===== src/rtl/mem_port_arbiter_if.sv =====
// Request/grant/rvalid memory port bundle shared by the arbiter's requester and memory sides.
// master drives the address phase; slave answers with gnt and the rvalid/rdata response.
interface mem_port_arbiter_if #(
  parameter int ADDR_WIDTH = 22,
  parameter int DATA_WIDTH = 32
);
  logic                  req;
  logic [ADDR_WIDTH-1:0] addr;
  logic                  we;
  logic [3:0]            be;
  logic [DATA_WIDTH-1:0] wdata;
  logic                  gnt;
  logic                  rvalid;
  logic [DATA_WIDTH-1:0] rdata;

  modport master (
    output req, addr, we, be, wdata,
    input  gnt, rvalid, rdata
  );

  modport slave (
    input  req, addr, we, be, wdata,
    output gnt, rvalid, rdata
  );
endinterface


===== src/rtl/mem_port_arbiter.sv =====
// Two-port arbiter (p0 = data cache, p1 = instruction fetch) onto one req/gnt/rvalid memory port.
// Define ARB_FIXED_PRIO_EN to give p0 fixed priority instead of round-robin.
module mem_port_arbiter #(
  parameter int ADDR_WIDTH      = 22,
  parameter int DATA_WIDTH      = 32,
  parameter int MAX_OUTSTANDING = 2
) (
  input  logic                clk,
  input  logic                reset,
  mem_port_arbiter_if.slave   p0,
  mem_port_arbiter_if.slave   p1,
  mem_port_arbiter_if.master  mem,
  output logic                resp_err
);

  localparam int CNT_W = $clog2(MAX_OUTSTANDING + 1);
  localparam int PTR_W = (MAX_OUTSTANDING > 1) ? $clog2(MAX_OUTSTANDING) : 1;
  localparam logic [CNT_W-1:0] FULL_CNT = CNT_W'(MAX_OUTSTANDING);
  localparam logic [PTR_W-1:0] LAST_PTR = PTR_W'(MAX_OUTSTANDING - 1);

  typedef enum logic {
    LK_OPEN,
    LK_HELD
  } lock_state_e;

  // Owner FIFO: one bit per granted-but-unanswered transaction, naming the issuing port.
  logic             owner_mem [MAX_OUTSTANDING];
  logic [PTR_W-1:0] wr_ptr_q;
  logic [PTR_W-1:0] rd_ptr_q;
  logic [CNT_W-1:0] count_q;

  lock_state_e lock_state_q, lock_state_d;
  logic        lock_port_q, lock_port_d;
  logic        resp_err_q;
`ifndef ARB_FIXED_PRIO_EN
  logic        rr_ptr_q;
`endif

  logic                  fifo_full;
  logic                  fifo_empty;
  logic                  can_issue;
  logic                  sel;
  logic                  sel_req;
  logic                  issue;
  logic                  grant;
  logic                  push;
  logic                  pop;
  logic                  head;
  logic [ADDR_WIDTH-1:0] sel_addr;
  logic                  sel_we;
  logic [3:0]            sel_be;
  logic [DATA_WIDTH-1:0] sel_wdata;

  function automatic logic [PTR_W-1:0] ptr_inc(input logic [PTR_W-1:0] p);
    return (p == LAST_PTR) ? '0 : p + PTR_W'(1);
  endfunction

  // A full FIFO may still accept a grant when a response frees the head slot this cycle.
  assign fifo_full  = (count_q == FULL_CNT);
  assign fifo_empty = (count_q == '0);
  assign can_issue  = !reset && (!fifo_full || mem.rvalid);

  // NOTE: every always_comb output gets a default first so no path can infer a latch.
  always_comb begin
    sel = 1'b0;
    if (lock_state_q == LK_HELD) begin
      sel = lock_port_q;
    end else if (p0.req && !p1.req) begin
      sel = 1'b0;
    end else if (!p0.req && p1.req) begin
      sel = 1'b1;
    end else if (p0.req && p1.req) begin
`ifdef ARB_FIXED_PRIO_EN
      sel = 1'b0;
`else
      sel = rr_ptr_q;
`endif
    end
  end

  assign sel_req = !reset && (sel ? p1.req : p0.req);
  assign issue   = can_issue && sel_req;
  assign grant   = issue && mem.gnt;
  assign push    = grant;
  assign pop     = !reset && mem.rvalid && !fifo_empty;
  assign head    = owner_mem[rd_ptr_q];

  always_comb begin
    sel_addr  = '0;
    sel_we    = 1'b0;
    sel_be    = '0;
    sel_wdata = '0;
    if (sel_req) begin
      sel_addr  = sel ? p1.addr  : p0.addr;
      sel_we    = sel ? p1.we    : p0.we;
      sel_be    = sel ? p1.be    : p0.be;
      sel_wdata = sel ? p1.wdata : p0.wdata;
    end
  end

  assign mem.req   = issue;
  assign mem.addr  = sel_addr;
  assign mem.we    = sel_we;
  assign mem.be    = sel_be;
  assign mem.wdata = sel_wdata;

  assign p0.gnt    = grant && !sel;
  assign p1.gnt    = grant &&  sel;
  assign p0.rvalid = pop && !head;
  assign p1.rvalid = pop &&  head;
  // rdata is broadcast; only the per-port rvalid qualifies it.
  assign p0.rdata  = reset ? '0 : mem.rdata;
  assign p1.rdata  = reset ? '0 : mem.rdata;
  assign resp_err  = resp_err_q;

  // Lock holds the selected port while memory stalls, keeping the address phase stable.
  always_comb begin
    lock_state_d = lock_state_q;
    lock_port_d  = lock_port_q;
    if (grant) begin
      lock_state_d = LK_OPEN;
    end else if (issue) begin
      lock_state_d = LK_HELD;
      lock_port_d  = sel;
    end
  end

  // NOTE: sequential state uses non-blocking assignments so every register samples pre-edge values.
  always_ff @(posedge clk) begin
    if (reset) begin
      lock_state_q <= LK_OPEN;
      lock_port_q  <= 1'b0;
      wr_ptr_q     <= '0;
      rd_ptr_q     <= '0;
      count_q      <= '0;
      resp_err_q   <= 1'b0;
    end else begin
      lock_state_q <= lock_state_d;
      lock_port_q  <= lock_port_d;
      if (push) wr_ptr_q <= ptr_inc(wr_ptr_q);
      if (pop)  rd_ptr_q <= ptr_inc(rd_ptr_q);
      if (push && !pop)      count_q <= count_q + CNT_W'(1);
      else if (pop && !push) count_q <= count_q - CNT_W'(1);
      resp_err_q <= mem.rvalid && fifo_empty;
    end
  end

`ifndef ARB_FIXED_PRIO_EN
  always_ff @(posedge clk) begin
    if (reset)      rr_ptr_q <= 1'b0;
    else if (grant) rr_ptr_q <= ~sel;
  end
`endif

  // NOTE: the owner storage is not reset; the pointers and count alone define which entries are live.
  always_ff @(posedge clk) begin
    if (push) owner_mem[wr_ptr_q] <= sel;
  end

  a_gnt_onehot : assert property (@(posedge clk) disable iff (reset) !(p0.gnt && p1.gnt));
  a_no_overflow : assert property (@(posedge clk) disable iff (reset) (push && !pop) |-> !fifo_full);
  a_rvalid_onehot : assert property (@(posedge clk) disable iff (reset) !(p0.rvalid && p1.rvalid));

endmodule

===== src/flat_wrapper.sv =====
// flat-port wrapper written by rule: the top's interface ports become plain ports
module mem_port_arbiter_flat 
#(
  parameter int ADDR_WIDTH      = 22,
  parameter int DATA_WIDTH      = 32,
  parameter int MAX_OUTSTANDING = 2
)
  (clk, reset, resp_err, p0_req, p0_addr, p0_we, p0_be, p0_wdata, p0_gnt, p0_rvalid, p0_rdata, p1_req, p1_addr, p1_we, p1_be, p1_wdata, p1_gnt, p1_rvalid, p1_rdata, mem_req, mem_addr, mem_we, mem_be, mem_wdata, mem_gnt, mem_rvalid, mem_rdata);
  mem_port_arbiter_if #(.ADDR_WIDTH(ADDR_WIDTH), .DATA_WIDTH(DATA_WIDTH)) p0_i ();
  mem_port_arbiter_if #(.ADDR_WIDTH(ADDR_WIDTH), .DATA_WIDTH(DATA_WIDTH)) p1_i ();
  mem_port_arbiter_if #(.ADDR_WIDTH(ADDR_WIDTH), .DATA_WIDTH(DATA_WIDTH)) mem_i ();
  input  logic clk;
  input  logic reset;
  output logic resp_err;
  input wire logic [$bits(p0_i.req)-1:0] p0_req;
  input wire logic [$bits(p0_i.addr)-1:0] p0_addr;
  input wire logic [$bits(p0_i.we)-1:0] p0_we;
  input wire logic [$bits(p0_i.be)-1:0] p0_be;
  input wire logic [$bits(p0_i.wdata)-1:0] p0_wdata;
  output wire logic [$bits(p0_i.gnt)-1:0] p0_gnt;
  output wire logic [$bits(p0_i.rvalid)-1:0] p0_rvalid;
  output wire logic [$bits(p0_i.rdata)-1:0] p0_rdata;
  input wire logic [$bits(p1_i.req)-1:0] p1_req;
  input wire logic [$bits(p1_i.addr)-1:0] p1_addr;
  input wire logic [$bits(p1_i.we)-1:0] p1_we;
  input wire logic [$bits(p1_i.be)-1:0] p1_be;
  input wire logic [$bits(p1_i.wdata)-1:0] p1_wdata;
  output wire logic [$bits(p1_i.gnt)-1:0] p1_gnt;
  output wire logic [$bits(p1_i.rvalid)-1:0] p1_rvalid;
  output wire logic [$bits(p1_i.rdata)-1:0] p1_rdata;
  output wire logic [$bits(mem_i.req)-1:0] mem_req;
  output wire logic [$bits(mem_i.addr)-1:0] mem_addr;
  output wire logic [$bits(mem_i.we)-1:0] mem_we;
  output wire logic [$bits(mem_i.be)-1:0] mem_be;
  output wire logic [$bits(mem_i.wdata)-1:0] mem_wdata;
  input wire logic [$bits(mem_i.gnt)-1:0] mem_gnt;
  input wire logic [$bits(mem_i.rvalid)-1:0] mem_rvalid;
  input wire logic [$bits(mem_i.rdata)-1:0] mem_rdata;
  assign p0_i.req = p0_req;
  assign p0_i.addr = p0_addr;
  assign p0_i.we = p0_we;
  assign p0_i.be = p0_be;
  assign p0_i.wdata = p0_wdata;
  assign p0_gnt = p0_i.gnt;
  assign p0_rvalid = p0_i.rvalid;
  assign p0_rdata = p0_i.rdata;
  assign p1_i.req = p1_req;
  assign p1_i.addr = p1_addr;
  assign p1_i.we = p1_we;
  assign p1_i.be = p1_be;
  assign p1_i.wdata = p1_wdata;
  assign p1_gnt = p1_i.gnt;
  assign p1_rvalid = p1_i.rvalid;
  assign p1_rdata = p1_i.rdata;
  assign mem_req = mem_i.req;
  assign mem_addr = mem_i.addr;
  assign mem_we = mem_i.we;
  assign mem_be = mem_i.be;
  assign mem_wdata = mem_i.wdata;
  assign mem_i.gnt = mem_gnt;
  assign mem_i.rvalid = mem_rvalid;
  assign mem_i.rdata = mem_rdata;
  mem_port_arbiter #(.ADDR_WIDTH(ADDR_WIDTH), .DATA_WIDTH(DATA_WIDTH), .MAX_OUTSTANDING(MAX_OUTSTANDING)) u_core (.clk(clk), .reset(reset), .p0(p0_i), .p1(p1_i), .mem(mem_i), .resp_err(resp_err));
endmodule

===== config.mk =====
export PLATFORM = sky130hd
export DESIGN_NAME = mem_port_arbiter_flat
export DESIGN_NICKNAME = d
export VERILOG_FILES = /design/src/rtl/mem_port_arbiter_if.sv /design/src/rtl/mem_port_arbiter.sv /design/src/flat_wrapper.sv
export SDC_FILE = /design/constraint.sdc
export NUM_CORES = 1
export LEC_CHECK = 0
export ABC_AREA = 1
export ABC_CLOCK_PERIOD_IN_PS = 2100
export CELL_PAD_IN_SITES_DETAIL_PLACEMENT = 0
export CELL_PAD_IN_SITES_GLOBAL_PLACEMENT = 1
export CORE_MARGIN = 4
export CORE_UTILIZATION = 11
export DETAILED_ROUTE_END_ITERATION = 16
export PLACE_DENSITY_LB_ADDON = 0.1
export SLEW_MARGIN = 20
export SYNTH_ARGS = -nofsm -noshare
export SYNTH_HDL_FRONTEND = slang
export SYNTH_SLANG_ARGS = --single-unit

===== constraint.sdc =====
create_clock -name clk -period 2.1 [get_ports clk]
set_clock_uncertainty 0.15 [all_clocks]
set_input_delay 0.63 -clock clk [delete_from_list [all_inputs] [get_ports clk]]
set_output_delay 0.63 -clock clk [all_outputs]
set_load 0.05 [all_outputs]

# == Word-level counts from Yosys, hierarchy flattened ==
# Memories as Yosys holds them, arrays and structs flattened. A register that Yosys moved wholly into a read port is not among the register bits.
# Index checks and enable logic that the tools add are counted.
# Widths: inputs -> output; s select.
# op_classes
addsub,4
n_eq_ne,1
bitwise,2
mux,22
n_reduce_logical,30
# op_table
op,count
$mux 32,3
$mux 22,2
$logic_and 1x1->1,16
$mux 1,13
$logic_not 1->1,9
$mux 4,2
$mux 2,2
$add 1x1->1 const B,2
$add 2x1->2 const B,1
$eq 2x2->1 const B,1
$logic_not 2->1,1
$not 1->1,2
$reduce_and 2->1,1
$reduce_bool 2->1,1
$reduce_or 2->1,1
$sub 2x1->2 const B,1
$logic_or 1x1->1,1
# totals
register_bits,8
output_inout_bits,129
ram_bits,2
n_memories,1
elab_cells,67
# mem_list
memory,depth,word_bits,rd,rd_ports_with_merged_regs,write_ports,line_no,source
u_core.owner_mem,2,1,1,1,1,mem_port_arbiter.sv:27,logic owner_mem [MAX_OUTSTANDING];

# == Depth between registers and ports, before layout ==
# Gate-level depths: netlist of run 1.
# depth
ltp_word,13
mapped_depth,11
ltp_nobuf,11

# == Worst setup path after synthesis of run 1 ==
# OpenSTA, ideal clock, no wires.
# synth_path
kind,input to output
from,input port reset
to,output port p1_rdata[10]
slack_ns,-0.709
path_buffers,3
cell_stages,4
arrival_time_ns,2.029
path_cell_list,buf_2 buf_1 nor2_1 buf_4
# synth_between
elab_chain_len,1
# synth_lines
element,line_no,source
"start, declared",flat_wrapper.sv:13,input logic reset;
$mux 32,-,
"end, declared",flat_wrapper.sv:30,output wire logic [$bits(p1_i.rdata)-1:0] p1_rdata;
# Every way passes these cells.

# == Final worst setup path of run 1 ==
# layout_path
from,input port p1_req
to,output port mem_wdata[2]
# layout_between
elab_chain_len,8
word_cells_on_any_way,12
cone_classes,mux (7); reduce/logical (5)
# layout_lines
element,line_no,source
"start, declared",flat_wrapper.sv:23,input wire logic [$bits(p1_i.req)-1:0] p1_req;
$logic_and 1x1->1,mem_port_arbiter.sv:72,end else if (p0.req && p1.req) begin
$mux 1,mem_port_arbiter.sv:72,
$mux 1,mem_port_arbiter.sv:70,end else if (!p0.req && p1.req) begin
$mux 1,mem_port_arbiter.sv:68,end else if (p0.req && !p1.req) begin
$mux 1,mem_port_arbiter.sv:66,if (lock_state_q == LK_HELD) begin
$mux 1,mem_port_arbiter.sv:81,assign sel_req = !reset && (sel ? p1.req : p0.req);
$logic_and 1x1->1,mem_port_arbiter.sv:81,
$mux 32 (*),mem_port_arbiter.sv:93,if (sel_req) begin
"end, declared",flat_wrapper.sv:35,output wire logic [$bits(mem_i.wdata)-1:0] mem_wdata;
# Every way passes the cells marked *; elsewhere a longest branch is shown, timed or not.

==> run_results.csv, run 1 <==
group,metric,value,unit
worst_hold_path,min_path_type,"reg -> reg",
timing,worst_slew_pin_slew,0.3413,ns
worst_setup_path,crit_family,"buffers and inverters",
clocking,cts_root_buffer,"clkbuf_16",
grt,grt_pass1_wl,21660,um
power_and_ir_drop,netSwitchingFraction,0.4599,
place,place_congestion,0.8294,
power_and_ir_drop,pwr-share-clk,0.108,
timing,hold_ws,0.3142,ns
clocking,clk_path_buf_depth,2,
die,io_pins,285,
synth,synth_ff_type,"dfxtp_1",
synth,yosysWarnings,0,
synth,synth.top_cell.area_share,0.2484,
synth,syn-num-nets,527,
finish,multi_input_area,2527,sq um
grt,track_usage,0.1390,
synth,yosysUniqueCellTypes,23,
detailed_routing,dr.pass1.iters,4,
power_and_ir_drop,leakage,3.247,nW
grt,grt_overflow_total,0,
worst_setup_path,max_stage_delay,0.16,ns
synth,yosysMostFrequentCell,"nand2_1",
synth,synth_enable_flop_cells,2,
timing,drv_slew,0,
detailed_routing,drc,0,
place,hpwl,10780,um
synth,ys_ff_latch,11,
worst_setup_path,setup.worst_path.class,"in -> out",
worst_setup_path,critPathBufInv,8,
detailed_routing,routed_via_density,3.909,
finish,antennaDiodeCount,0,
power_and_ir_drop,power.density,402.0,nW/um^2
synth,synth_seq_area_share,0.1252,
die,start_util,0.1117,
detailed_routing,ant_nets,0,
die,num_rows,48,
power_and_ir_drop,seq_power_share,0.076,
clocking,ctsHtreeMaxLevel,1,
grt,antenna_found_initial,0,
power_and_ir_drop,max-vdd-ir-drop,0.1787,mV
timing,slew_headroom,0.7719,
synth,synth.largest_area_cell,"nand2_1",
detailed_routing,dr_total_vias,3499,
finish,nNetsFinal,828,
job,maxCapViolCount,0,
die,die_area,19630,sq um
timing,rsz0062_at_grt,"true",
die,fp.dieH,140.1,um
worst_setup_path,worstPathCellList,"buf_8, clkinv_8, nor2_2, nand2_2, nand2_4, buf_12, inv_8, buf_6, buf_12, buf_16, nand2_4, a21oi_4, buf_12",
timing,fmax,376.5,MHz
finish,seq_area,240.2,sq um
grt,grt_max_degree,17,
detailed_routing,wl_per_cell,16.35,um
clocking,cts_tree,"built",
finish,layout-drive-gt1-share,0.6224,
worst_setup_path,required,1.32,ns
worst_setup_path,crit_path_max_fanout,7,
synth,synth_area_leaders,"nand2_1 (25%), a21oi_1 (14%), buf_4 (13%)",
timing,setup_viol,126,
worst_setup_path,crit_arrival,1.88,ns
worst_setup_path,cp_common_cell,"buf_12",
worst_setup_path,regToRegSetupSlack,-0.14,ns
timing,hold_viol,0,
clocking,numCtsBuffers,3,
worst_setup_path,critPathCaptureType,"output pin",
clocking,clock-sinks,11,
detailed_routing,drt_iter0_markers,77,
outcome,status,"complete, but fails checks",
clocking,clock_latency,0.24,ns
timing,layout_setup_ws,-0.5557,ns
power_and_ir_drop,comb_power_share,0.816,
finish,syn2layout_area_growth,318.9,%
timing,period_minus_slack,2.656,ns
synth,syn_inst,370,
grt,grt_pass1_vias,3856,
place,io_buffers,284,
synth,syn_area,1919,sq um
finish,n_fill_cell,1614,
outcome,violations,"setup timing",
synth,async_flop_share,0,
die,core,17180,sq um
worst_setup_path,worstSetupStartpointType,"input pin",
die,die_w,140.1,um
place,pre_cts_ws,-0.9964,ns
synth,synth.avg_cell_area,5.187,sq um
timing,post-route-period-util,1.265,
synth,synth_top_cells_by_count,"nand2_1 (127), a21oi_1 (54), inv_1 (49), nor2_1 (45), buf_4 (32)",
worst_setup_path,worst_path_max_delay_cell,"a21oi_4",
clocking,cts-hold-fix-buffers,0,
detailed_routing,wirelength,14630,um
power_and_ir_drop,power_switching,1.486,mW
power_and_ir_drop,internal_power,1.746,mW
clocking,path_clk_slew,0.04,ns
-- stage by stage --
stage	util	power (mW)	TNS, ns	std cells	instance area, sq um
floorplan	-	1.493	-20.39	370	3108
global placement	0.3768	2.398	-75.88	855	6472
detailed placement	0.3768	2.406	-75.90	855	6472
CTS	0.4520	3.182	-36.39	892	7764
global route	0.4681	3.374	-38.98	895	8040
finish	0.4681	3.232	-33.50	895	8040
-- power groups by stage --
stage	clock [mW]	sequential, mW	combinational, mW
final	0.351	0.245	2.64
after global routing	0.368	0.247	2.76
after CTS	0.356	0.244	2.58
after detailed placement	0	0.245	2.16
after global placement	0	0.245	2.15
after floorplan	0	0.249	1.24
-- final timing paths --
check | from | end | cells past startpoint
setup reg to reg | u_core.lock_state_q | u_core.count_q[1] | 14
hold / removal | u_core.rd_ptr_q | u_core.rd_ptr_q | 2
hold reg to reg | u_core.rd_ptr_q | u_core.rd_ptr_q | 2
setup / recovery | p1_req | mem_wdata[2] | 13
-- worst reg2reg max path, cell delays in order, from the launching register on --
cell     delay (ns)
dfxtp_1        0.33
nor2_2         0.12
nand2_2        0.07
buf_4          0.14
nand3_4        0.15
buf_6          0.13
nand4_4        0.13
buf_6          0.17
buf_6          0.11
inv_4          0.05
ha_4           0.20
a21oi_4        0.11
o21ai_2        0.07
o21ai_1        0.13
a21oi_1        0.05
-- kinds of logic (layout without fill, tap and decap cells) --
family / after synthesis / in the layout / share of synthesized area
AND/OR/NAND/NOR: 183 / 184 / 0.3774
flip-flops: 11 / 11 / 0.1252
AO/OA/AOI/OAI: 71 / 71 / 0.2060
adder cells (fa/ha/maj): 1 / 1 / 0.006518
buffers and inverters: 104 / 403 / 0.2849
-- cells in the final DEF (no fill, tap or decap), types with 4 or more instances in the layout --
master,count
inv_1,13
buf_8,48
buf_4,25
clkdlybuf4s50_1,118
a21oi_1,4
dfxtp_1,9
buf_16,11
nand2_2,30
dlygate4sd2_1,31
buf_6,30
inv_2,33
clkbuf_16,6
nand2_1,59
nand2_4,38
a21oi_4,60
buf_12,79
nor2_1,6
nor2_4,38
-- cell type report --
class / count / share of cell area
Timing Repair Buffer: 349 / 0.5843
Multi-Input combinational cell: 256 / 0.3143
Tap cell: 225 / 0.03501
Sequential cell: 11 / 0.02988
Inverter: 50 / 0.02661
Clock buffer: 4 / 0.009804
-- timing repair --
item / 4_1_cts / 5_1_grt
setup buffers: 24 / 3
gates resized for setup: 283 / 66
pin swaps: 85 / 61
cloned: 10 / 4
setup endpoints to repair: 136 / 133
-- metal layers --
layer	global-route usage	up-vias	part of all wire
li1	-	1710	-
met1	0.1321	1577	0.32
met2	0.2791	200	0.56
met3	0.05804	12	0.11
met4	0.02295	0	0.013
met5	0	-	0
-- flip-flops by register name, indices dropped and copies added (netlist names), named ones only --
signal,cells
u_core.lock_state_q,1
u_core.resp_err,1
u_core.owner_mem,2
u_core.rd_ptr_q,1
u_core.rr_ptr_q,1
u_core.lock_port_q,1
u_core.count_q,2
u_core.wr_ptr_q,1
(Power assumes the default switching activity.)
==> run 2, diff against run 1 <==
--- a/config.mk
+++ b/config.mk
@@ -7,11 +7,12 @@
 export LEC_CHECK = 0
 export ABC_AREA = 1
 export ABC_CLOCK_PERIOD_IN_PS = 2100
-export CELL_PAD_IN_SITES_DETAIL_PLACEMENT = 0
+export CELL_PAD_IN_SITES_DETAIL_PLACEMENT = 1
 export CELL_PAD_IN_SITES_GLOBAL_PLACEMENT = 1
 export CORE_MARGIN = 4
 export CORE_UTILIZATION = 11
 export DETAILED_ROUTE_END_ITERATION = 16
+export HOLD_SLACK_MARGIN = 0.1
 export PLACE_DENSITY_LB_ADDON = 0.1
 export SLEW_MARGIN = 20
 export SYNTH_ARGS = -nofsm -noshare
==> run 2 against run 1 <==
Against the previous run: the run still ends with setup timing left; register-to-register slack hardly changed; maximum frequency fell by 0.58%; worst setup slack worse by 0.016 ns; cell count up 0.89%; hold slack better by 0.034 ns; utilization increased by 2.7 points; wire length rose by 13%; critical endpoint is now mem_addr[10]; largest power group unchanged.
==> run_results.csv, run 2 (same netlist as run 1, synthesis figures left out) <==
group,metric,value,unit
detailed_routing,wirelength,16510,um
power_and_ir_drop,netSwitchingFraction,0.4629,
detailed_routing,dr_total_vias,3615,
outcome,violations,"setup timing",
clocking,clock-sinks,11,
job,maxCapViolCount,0,
timing,post-route-period-util,1.272,
die,core,17180,sq um
die,start_util,0.1117,
worst_hold_path,min_path_type,"reg -> reg",
worst_setup_path,cp_common_cell,"buf_12",
power_and_ir_drop,power_switching,1.577,mW
clocking,cts_root_buffer,"clkbuf_16",
finish,final_common_cell,"clkdlybuf4s50_1",
grt,track_usage,0.1583,
grt,grt_pass1_wl,24440,um
timing,setup_viol,120,
die,die_w,140.1,um
power_and_ir_drop,power.density,400.6,nW/um^2
grt,grt_pass1_vias,4157,
clocking,clk_path_buf_depth,2,
power_and_ir_drop,comb_power_share,0.825,
timing,period_minus_slack,2.671,ns
power_and_ir_drop,seq_power_share,0.072,
place,hpwl,11860,um
worst_hold_path,worstHoldStart,"u_core.rd_ptr_q",
finish,layout-drive-gt1-share,0.6770,
detailed_routing,dr.pass1.iters,4,
worst_setup_path,required,1.32,ns
clocking,path_clk_slew,0.04,ns
detailed_routing,ant_nets,0,
grt,antenna_found_initial,0,
worst_setup_path,max_stage_delay,0.17,ns
clocking,clock_latency,0.24,ns
place,io_buffers,284,
power_and_ir_drop,internal_power,1.830,mW
timing,hold_ws,0.3487,ns
die,io_pins,285,
worst_setup_path,worstSetupStartpointType,"input pin",
place,placed_area,6472,sq um
worst_setup_path,crit_path_max_fanout,6,
finish,fin_area,8506,sq um
worst_hold_path,hold_path_depth,2,
power_and_ir_drop,max-vdd-ir-drop,0.1641,mV
finish,n_fill_cell,1847,
timing,fmax,374.3,MHz
finish,nNetsFinal,836,
detailed_routing,drt_iter0_markers,32,
finish,multi_input_area,2815,sq um
grt,grt_max_degree,14,
clocking,cts_tree,"built",
finish,seq_area,244.0,sq um
clocking,ctsHtreeMaxLevel,1,
timing,worst_slew_pin_slew,0.3366,ns
place,place_congestion,0.8294,
finish,top_regs,"u_core.count_q x2, u_core.owner_mem x2",
finish,syn2layout_area_growth,343.2,%
worst_setup_path,crit_arrival,1.89,ns
worst_setup_path,setup.worst_path.class,"in -> out",
detailed_routing,routed_via_density,4.003,
finish,postLayoutCoreUtil,0.4952,
timing,rsz0062_at_grt,"true",
die,num_rows,48,
clocking,cts-hold-fix-buffers,0,
timing,slew_headroom,0.7732,
worst_setup_path,regToRegSetupSlack,-0.14,ns
die,die_area,19630,sq um
detailed_routing,drc,0,
worst_setup_path,reg2regPathDepth,13,
finish,antennaDiodeCount,0,
power_and_ir_drop,pwr-share-clk,0.103,
outcome,status,"complete, but fails checks",
worst_setup_path,reg2reg_from,"u_core.lock_state_q",
timing,drv_slew,0,
worst_setup_path,worst_path_max_delay_cell,"a21oi_4",
die,fp.dieH,140.1,um
power_and_ir_drop,leakage,3.544,nW
finish,final_cell_mix,"clkdlybuf4s50_1 (119), buf_12 (81), nand2_4 (78)",
worst_setup_path,critPathCaptureType,"output pin",
timing,layout_setup_ws,-0.5713,ns
grt,grt_overflow_total,0,
worst_setup_path,reg2reg_to,"u_core.count_q[1]",
worst_hold_path,hold_end,"u_core.rd_ptr_q",
timing,hold_viol,0,
worst_setup_path,worstPathCellList,"buf_2, nand2_1, nand2_2, nand2_4, buf_12, clkinv_8, buf_12, buf_8, buf_12, nand2_4, a21oi_4, buf_12",
clocking,numCtsBuffers,3,
detailed_routing,wl_per_cell,18.28,um
-- run 2: cell types whose count changed in the layout (fill, tap and decap cells not counted), sizes merged --
cell / delta
buf: +6
dlygate4sd2: +2
dlymetal6s2s: -2
bufbuf: +1
clkbuf: +1
clkdlybuf4s15: -1
clkdlybuf4s50: +1
-- run 2: per-layer routing --
layer	routed length (um)	vias up	global-route usage	share of wire
met5	0	-	0	0
met1	5330	1691	0.1603	0.32
met3	1706	8	0.05975	0.10
li1	-	1720	-	-
met4	124	0	0.02091	0.0075
met2	9350	196	0.3132	0.57
-- run 2: how the worst max path moves through the flow --
stage / startpoint / end / slack [ns]
final: p0_req / mem_addr[10] / -0.57
after global routing: p0_req / mem_addr[15] / -0.64
after CTS: p1_req / mem_wdata[0] / -0.61
after detailed placement: p1_req / mem_addr[15] / -1.0
after global placement: p1_req / mem_addr[15] / -1.01
after floorplan: p1_req / mem_wdata[21] / -0.31
-- run 2: worst max-delay path: cells and delay by family --
family                 cells  cell delay, ns
buffers and inverters      7            0.78
AOI/OAI and AO/OA          1            0.17
and+or+nand+nor            4            0.30
-- run 2: final cells by class --
type	count	share of cell area
clock buffer	4	0.009267
tap	225	0.03310
sequential	11	0.02868
timing repair buffer	357	0.5728
multi-input combinational	256	0.3310
inverter	50	0.02515
-- run 2: metrics by stage --
step | power [mW] | setup TNS, ns | cells | worst slack (ns)
3_3_place_gp | 2.398 | -75.88 | 855 | -1.006
2_1_floorplan | 1.493 | -20.39 | 370 | -0.3064
5_1_grt | 3.568 | -40.69 | 903 | -0.6420
3_5_place_dp | 2.421 | -77.49 | 855 | -0.9993
6_report | 3.407 | -34.04 | 903 | -0.5713
4_1_cts | 3.308 | -39.81 | 898 | -0.6129
-- run 2: what timing repair did --
item                       CTS  global route
setup buffers               28             9
pin swaps                   96            85
cloned                      13             4
resized for setup          334           107
setup endpoints to repair  136           133
-- run 2: power groups by stage --
stage / logic (mW) / registers (mW) / clock network, mW
4_1_cts: 2.70 / 0.246 / 0.359
3_5_place_dp: 2.18 / 0.245 / 0
2_1_floorplan: 1.24 / 0.249 / 0
6_report: 2.81 / 0.247 / 0.351
3_3_place_gp: 2.15 / 0.245 / 0
5_1_grt: 2.94 / 0.249 / 0.380
==> variant (config.mk and constraints of run 1) <==
`ADDR_WIDTH` is set to 22 in 3 places; all go to 20.
--- a/src/rtl/mem_port_arbiter_if.sv
+++ b/src/rtl/mem_port_arbiter_if.sv
@@ -2,5 +2,5 @@
 // master drives the address phase; slave answers with gnt and the rvalid/rdata response.
 interface mem_port_arbiter_if #(
-  parameter int ADDR_WIDTH = 22,
+  parameter int ADDR_WIDTH = 20,
   parameter int DATA_WIDTH = 32
 );
--- a/src/rtl/mem_port_arbiter.sv
+++ b/src/rtl/mem_port_arbiter.sv
@@ -2,5 +2,5 @@
 // Define ARB_FIXED_PRIO_EN to give p0 fixed priority instead of round-robin.
 module mem_port_arbiter #(
-  parameter int ADDR_WIDTH      = 22,
+  parameter int ADDR_WIDTH      = 20,
   parameter int DATA_WIDTH      = 32,
   parameter int MAX_OUTSTANDING = 2
--- a/src/flat_wrapper.sv
+++ b/src/flat_wrapper.sv
@@ -2,5 +2,5 @@
 module mem_port_arbiter_flat 
 #(
-  parameter int ADDR_WIDTH      = 22,
+  parameter int ADDR_WIDTH      = 20,
   parameter int DATA_WIDTH      = 32,
   parameter int MAX_OUTSTANDING = 2
Interface: changed (resized mem_addr, p0_addr and p1_addr); port bits go from 285 to 279. No check against the original RTL was run, so the function may have changed too.
==> variant against run 1 <==
- synthesized area rose by 3.2%
- routed wire length fell by 10%
- sequential cell count is the same
- die area up 3.0%
- final area decreased by 8.2%
- highest routed layer unchanged
- clock power down 2%
- the run still ends with setup timing left
- first-iteration DRC count down 25%
- worst setup slack better by 160 ps
- critical endpoint is now mem_wdata[7]
- maximum frequency rose by 6.5%
- largest power group unchanged
- largest cell class unchanged
- power down 7.9%
==> variant: results <==
[sta]
finalSetupViolCount = 110
timing.hold.ws_ps = 321.6
fin_ws_ps = -394.2
slew_headroom_pct = 84.35

[placed_design]
dp.cells = 838
place_area_um2 = 6232
gp_congestion = 0.8050

[layout]
multi_input_comb_cells = 249
drive_above_1_share_pct = 57.86
seq_area_share_pct = 3.271
multi_input_area_um2 = 2306
clockNetworkAreaShare_pct = 1.068

[global_routing]
grt.total_usage_pct = 12.02
grt_pass1_wl_mm = 19.18
grt_pass1_vias = 3462

[setup_path]
crit_fanout = 5

[synthesis]
synthAdderAreaFrac_pct = 0.6317
synth-compound-area-share_pct = 23.25
seq_area_frac_synth_pct = 12.13

[routing]
drt-initial-drc-count = 58
wirelength_mm = 13.12
wl_per_cell_um = 15.24

[status]
status = finished with violations
violations = setup timing

[floorplanning]
core-area_um2 = 17480

[cts]
cts_setup_buffers = 11
ctsResizeCount = 261

[power_and_ir_drop]
p_sw_w = 0.001379
## variant: cell types whose count changed after synthesis, moves of 2 or more
cell,run 1,this run
a21oi_1,54,32
inv_1,49,47
buf_2,17,12
nand2_1,127,122
a21oi_2,10,30
buf_4,32,36
## variant: final timing paths
| kind | to | startpoint | cells past startpoint |
|---|---|---|---|
| worst max-delay path | mem_wdata[7] | p1_req | 10 |
| worst min-delay path | u_core.rd_ptr_q | u_core.rd_ptr_q | 2 |
| worst max register to register | u_core.count_q[1] | u_core.rr_ptr_q | 13 |
| worst min register to register | u_core.rd_ptr_q | u_core.rd_ptr_q | 2 |
## variant: metal layers
layer  global-route usage (%)  up-vias  part of all wire [%]
met1                    12.78     1497                    33
li1                         -     1628                     -
met3                    4.536        8                    12
met2                    22.88      176                    53
met5                        0        -                     0
met4                    1.818        0                   1.3
## variant: critical path: stages
cell and delay (ps):
buf_8 90, inv_8 30, nor2_4 80, nand2_4 80, nand2_8 110, buf_6 150
clkbuf_16 160, nand2_2 60, a21oi_4 160, buf_12 150
